**config.mk**
```make
export PLATFORM = sky130hd
export DESIGN_NAME = elementary_ca_engine
export DESIGN_NICKNAME = d
export VERILOG_FILES = /design/src/rtl/elementary_ca_engine.sv
export SDC_FILE = /design/constraint.sdc
export NUM_CORES = 2
export LEC_CHECK = 0
export CORE_AREA = 2 2 418 420
export DETAILED_ROUTE_END_ITERATION = 6
export DIE_AREA = 0 0 420 422
export MAX_ROUTING_LAYER = met4
export PLACE_DENSITY = 0.61
export REMOVE_ABC_BUFFERS = 1
export SLEW_MARGIN = 0
export SYNTH_ARGS = -nofsm -noshare
export SYNTH_HDL_FRONTEND = slang
export SYNTH_SLANG_ARGS = --single-unit
```
**constraint.sdc**
```tcl
create_clock -name clk -period 28.1 [get_ports clk]
set_input_delay 5.62 -clock clk [delete_from_list [all_inputs] [get_ports clk]]
set_output_delay 5.62 -clock clk [all_outputs]
set_load 0.005 [all_outputs]
```
**src/rtl/elementary_ca_engine.sv**
```systemverilog
// elementary_ca_engine
//   One-dimensional elementary cellular automaton. A run of N generations is
//   launched with start; the rule, boundary mode and step count are captured
//   when the run begins, so they may change freely while it is in progress.
//
// Ports
//   clk        sole clock, all state updates on posedge
//   areset     asynchronous active-high reset
//   load       synchronous load of data into q (priority over start, aborts a run)
//   data       load value
//   rule       Wolfram rule number (captured at start)
//   bound      boundary mode (captured at start): 00 zero, 01 one, 10 wrap, 11 edge-copy
//   start      begin a run of 'steps' generations
//   steps      generation count for the run (captured at start)
//   q          current cell state, registered
//   busy       high while a run is in progress
//   done       one-cycle pulse at run completion
//   gen_count  generations computed since last load or reset, wraps
module elementary_ca_engine #(
   parameter int unsigned WIDTH = 512,
   parameter int unsigned CNT_W = 16
) (
   input  logic             clk,
   input  logic             areset,
   input  logic             load,
   input  logic [WIDTH-1:0] data,
   input  logic [7:0]       rule,
   input  logic [1:0]       bound,
   input  logic             start,
   input  logic [CNT_W-1:0] steps,
   output logic [WIDTH-1:0] q,
   output logic             busy,
   output logic             done,
   output logic [CNT_W-1:0] gen_count
);

   typedef enum logic {IDLE, RUN} state_t;

   state_t           state, state_nxt;
   logic [7:0]       rule_r;
   logic [1:0]       bound_r;
   logic [CNT_W-1:0] remaining;

   logic             capture;
   logic             step;
   logic             done_nxt;

   logic             left_in;
   logic             right_in;
   logic [WIDTH+1:0] ext;
   logic [WIDTH-1:0] q_nxt;

   // Neighbours that fall outside the array: left_in sits above q[WIDTH-1],
   // right_in sits below q[0].
   always_comb begin
      left_in  = 1'b0;
      right_in = 1'b0;
      case (bound_r)
         2'b01: begin
            left_in  = 1'b1;
            right_in = 1'b1;
         end
         2'b10: begin
            left_in  = q[0];
            right_in = q[WIDTH-1];
         end
         2'b11: begin
            left_in  = q[WIDTH-1];
            right_in = q[0];
         end
         default: begin
            left_in  = 1'b0;
            right_in = 1'b0;
         end
      endcase
   end

   assign ext = {left_in, q, right_in};

   // ext[i+2:i] is {l, c, r} for cell i, which directly indexes the rule.
   always_comb begin
      q_nxt = '0;
      for (int unsigned i = 0; i < WIDTH; i++) begin
         q_nxt[i] = rule_r[ext[i +: 3]];
      end
   end

   always_comb begin
      state_nxt = state;
      capture   = 1'b0;
      step      = 1'b0;
      done_nxt  = 1'b0;
      if (load) begin
         state_nxt = IDLE;
      end else begin
         case (state)
            IDLE: begin
               if (start) begin
                  if (steps == '0) begin
                     done_nxt = 1'b1;
                  end else begin
                     capture   = 1'b1;
                     state_nxt = RUN;
                  end
               end
            end
            RUN: begin
               step = 1'b1;
               if (remaining == CNT_W'(1)) begin
                  state_nxt = IDLE;
                  done_nxt  = 1'b1;
               end
            end
            default: state_nxt = IDLE;
         endcase
      end
   end

   always_ff @(posedge clk or posedge areset) begin
      if (areset) begin
         state <= IDLE;
      end else begin
         state <= state_nxt;
      end
   end

   always_ff @(posedge clk or posedge areset) begin
      if (areset) begin
         q         <= '0;
         done      <= 1'b0;
         gen_count <= '0;
         rule_r    <= '0;
         bound_r   <= '0;
         remaining <= '0;
      end else begin
         done <= done_nxt;
         if (load) begin
            q         <= data;
            gen_count <= '0;
         end else begin
            if (capture) begin
               rule_r    <= rule;
               bound_r   <= bound;
               remaining <= steps;
            end
            if (step) begin
               q         <= q_nxt;
               gen_count <= gen_count + CNT_W'(1);
               remaining <= remaining - CNT_W'(1);
            end
         end
      end
   end

   assign busy = (state == RUN);

endmodule

```
======== Word level (Yosys, flattened, before mapping) ========
Cells that the tools add are included.
word-level totals
  flip-flop bits (word level) ............. 556
  input bits .............................. 542
  output and inout bits ................... 530
  word-level logic and storage cells ...... 1578
operators by class
  add/subtract/negate cells ............... 2
  $lt $le $gt $ge ......................... 512
  eq/ne operators ......................... 4
  muxes and demuxes ....................... 1046
  bitwise logic cells ..................... 2
  reduce and logical (&&, ||, !) cells .... 5
operator list
  cell                     number
  $lt A3 B4 Y1 const B     512
  $bmux W1 S3              512
  $mux W512                2
  $mux W1                  524
  $mux W16                 4
  $add A16 B1 Y16 const B  1
  $eq A16 B1 Y1 const B    1
  $logic_not A16 Y1        1
  $sub A16 B1 Y16 const B  1
  $pmux W1 S3              2
  $eq A2 B2 Y1 const B     2
  $pmux W1 S2              2
  $reduce_and A2 Y1        2
  $reduce_bool A2 Y1       2
  $eq A2 B1 Y1 const B     1
  $not A1 Y1               2

======== Logic depth before layout (Yosys ltp) ========
  depth in word-level cells ............... 7
  mapped depth ............................ 8
  mapped depth without buffers ............ 6

======== Least setup slack after synthesis ========
No wires, ideal clock.
  path type ............................... input port to flip-flop
  from .................................... input steps[6]
  to ...................................... register remaining[10]
  setup time .............................. 126 ps
  data arrival time ....................... 6974 ps
  path slack .............................. 21000 ps
  stages on the path ...................... 6
  buffers on the path ..................... 2
  cells stage by stage .................... nor4_1 > a41oi_1 > and2_1 > buf_4 > buf_6 > a221o_1
between the ends
  cells in the longest elaborated chain, start to end .. 7
RTL lines
  element                              line  RTL
  start: declaration                   30    input logic [CNT_W-1:0] steps,
  $logic_not A16 Y1                    99    if (steps == '0) begin
  $mux W1                              99
  $mux W1                              98    if (start) begin
  $mux W1                              96    case (state)
  $mux W1                              93    if (load) begin
  $reduce_bool A2 Y1 (no source line)  --
  $reduce_and A2 Y1 (no source line)   --
  end signal: assignment               144   remaining <= steps;
  end signal: assignment               149   remaining <= remaining - CNT_W'(1);
  end: declaration                     42    logic [CNT_W-1:0] remaining;
Every way passes these cells.
A chain may end at the register's enable or synchronous reset.

======== Worst setup path in the final report ========
  from .................................... input load
  to ...................................... register q[297]
between the ends
  cells in the longest elaborated chain, start to end .. 2
  elaborated cells on any way between the ends .. 3
RTL lines
  element                              line  RTL
  start: declaration                   25    input logic load,
  $mux W1                              93
  $reduce_bool A2 Y1 (no source line)  --
  end signal: assignment               138   q <= data;
  end signal: assignment               147   q <= q_nxt;
  end: declaration                     31    output logic [WIDTH-1:0] q,
Parallel ways exist; a longest one is shown, timed or not.

==> impl_metrics.toml <==
[placement]
pre_cts_ws_ns = 18.04
dp_hpwl_um = 141000
io_buffer_count = 1071
place_congestion = 0.913
dpl_cell_area_um2 = 67700

[power_and_ir_drop]
p_per_area_nw_per_um2 = 65.0
power_leakage_nw = 25.5
vdd_drop_max_uv = 40.2

[detailed_routing]
wl_per_cell_um = 27.6
drcViolationCount = 0
wl_um = 230000
ant_nets = 0
dr_total_vias = 52800
drtIter0Drc = 6748
dr.pass1.iters = 6
via_per_inst = 6.34

[layout]
fin_util_pct = 40.8
fin_area_um2 = 70500
drive_above_1_share_pct = 19.9
nNetsFinal = 6411
syn2layout_area_growth_pct = 22.3

[cts]
cts_max_level = 3
clk_pin_slew_ns = 0.06
cts_tree = "yes"
post_cts_buffers = 0
cts_resized = 0
clk_path_buf_depth = 3
cts_hold_buf = 0
clkSinkCount = 556
clkLatencyLatePin_ns = 0.70
cts-root-buf = "clkbuf_16"
cts_buffers = 79

[timing]
tns_ns = 0
timing.final.ws_setup_ns = 18.77
final_max_slew_viol_count = 0
finalSetupViolCount = 0
finalHoldViolCount = 0
worst_pin_slew_ns = 1.18
post-route-min-period_ns = 9.33
fmax_mhz = 107
skew_ns = 0.0427
rsz0062_at_grt = "false"
min_period_over_period_pct = 33.2
max_slew_margin_pct = 21.4

[yosys]
synth_edf_count = 0
yosys-top-cells-area = "mux4_2 (33%), dfrtp_1 (24%), clkbuf_1 (6.0%)"
synth_cell_type_count = 63
async_flop_share_pct = 100
synth_flop_cell = "dfrtp_1"
synth_top_area_share_pct = 32.6
synth_common_cells = "clkbuf_1 (928), mux4_2 (834), dfrtp_1 (556)"
synth_most_common_cell = "clkbuf_1"
yosysWarnings = 0
avgSynthCellArea_um2 = 10.0
yosysSeqAreaShare_pct = 24.1
synth_area_um2 = 57700
yosys.area.top_type = "mux4_2"
synth_seq_cells = 556
synthCells = 5760

[global_route]
grt_usage_pct = 25.6
grt_max_degree = 200
antenna_found_initial = 80
grt_pass1_vias = 49400
grt_overflow = 0
grt_pass1_wl_um = 341000

[floorplanning]
std_cell_rows = 153
io_pins = 1072
die-area_um2 = 177000
die_w_um = 420
start_util_pct = 33.4
coreArea_um2 = 173000
die_h_um = 422

[setup_path]
cp_max_fo = 91
required_ns = 28.63
worstSetupPathType = "input pin to flip-flop"
critPathArrivalTime_ns = 9.86
crit_chain = "buf_8 -> buf_4 -> buf_4 -> buf_4 -> buf_4 -> nor3b_1 -> a21oi_1 -> o21ai_1"
max_stage_delay_ns = 0.86
crit_slowest_cell = "buf_4"
crit_family = "buffers and inverters"
crit_path_frequent_cell = "buf_4"
cp-start-kind = "input pin"
crit_buf_inv = 5
end_kind = "flip-flop"

[job]
cap_violations = 0

[run_status]
outcome = "completed"

[worst_hold_path]
min_path_type = "flip-flop to flip-flop"
## logic make-up (layout without fill, tap and decap cells)
logic type | count (synthesis) | in the layout | synth area share (%)
buffers and inverters | 1137 | 1302 | 7.55
adders and majority gates | 3 | 3 | 0.0651
and+or+nand+nor | 1453 | 1453 | 12.6
AOI/OAI and AO/OA | 1306 | 1306 | 14.6
other | 0 | 78 | 0
DFF | 556 | 556 | 24.1
muxes | 1296 | 1296 | 40.9
xor gates and xnor gates | 9 | 9 | 0.137
## final cells by class
type                            count  area (µm²)
Fill cell                       16600      102000
Multi-Input combinational cell   4067       39400
Sequential cell                   556       13900
Timing Repair Buffer             1147       11400
Tap cell                         2325        2910
Clock buffer                      115        2290
Clock inverter                     25         295
Antenna cell                       78         195
Inverter                           15        63.8
## worst paths after layout
check | slack, ns | depth (start not counted) | end | from
setup / recovery | 18.77 | 8 | q[297] | load
hold / removal | 0.52 | 2 | remaining[11] | remaining[11]
min in group asynchronous | 5.43 | 2 | q[447] | areset
hold reg to reg | 0.52 | 2 | remaining[11] | remaining[11]
setup reg to reg | 23.51 | 6 | q[275] | rule_r[2]
max in group asynchronous | 18.82 | 6 | q[151] | areset
## stage by stage
step	cells	hold WS, ns	total power, mW
2_1_floorplan	4638	0.481	2.90
3_3_place_gp	8110	0.504	3.50
3_5_place_dp	8110	0.519	3.54
4_1_cts	8250	0.527	4.60
5_1_grt	8325	0.545	4.82
6_report	8328	0.525	4.59
## registers in the layout, summed over array words and instances, names as in the netlist
name / count
busy: 1
gen_count: 16
remaining: 16
q: 512
done: 1
rule_r: 8
bound_r: 2
## cells in the final DEF (no fill, tap or decap), types with 8 or more instances in the layout
master,count
a211o_1,130
a21oi_1,462
and3b_1,71
buf_12,10
buf_4,66
clkbuf_1,18
clkbuf_16,79
clkbuf_8,18
clkdlybuf4s50_1,1070
clkinv_2,12
dfrtp_1,547
dfrtp_4,9
diode_2,78
inv_1,14
mux2_1,10
mux2_2,124
mux2i_1,328
mux4_2,834
nand2_1,541
nand3_1,133
nand3b_1,18
nor2_1,302
nor2b_1,131
nor3_1,11
nor3b_1,197
nor4_1,8
o21ai_0,70
o21ai_1,149
o221ai_1,18
o22a_1,61
o22ai_1,83
o31ai_1,211
o41ai_1,89
or3_1,10
## metal layers
metal / GRT usage, % / routed length [µm] / share of wire [%]
met5: - / 0 / 0
met4: 16.1 / 14100 / 6.1
met3: 3.92 / 18300 / 8.0
met2: 36.9 / 107000 / 47
met1: 33.7 / 90300 / 39
## report_power, final
| part | leakage [nW] | total (mW) | internal [mW] | switching, mW |
|---|---|---|---|---|
| Sequential | 6.74 | 1.38 | 0.927 | 0.455 |
| Combinational | 17.4 | 2.17 | 1.27 | 0.892 |
| Clock | 1.27 | 1.04 | 0.589 | 0.449 |
## worst register-to-register path, delay by kind of cell, from the launching register on
family	cells	cell delay (ns)
mux	1	0.52
flops	1	0.88
buf+inv	3	2.70
compound gates	1	0.21
simple gates	1	0.19
No activity file was read; power rests on OpenSTA's default activity.
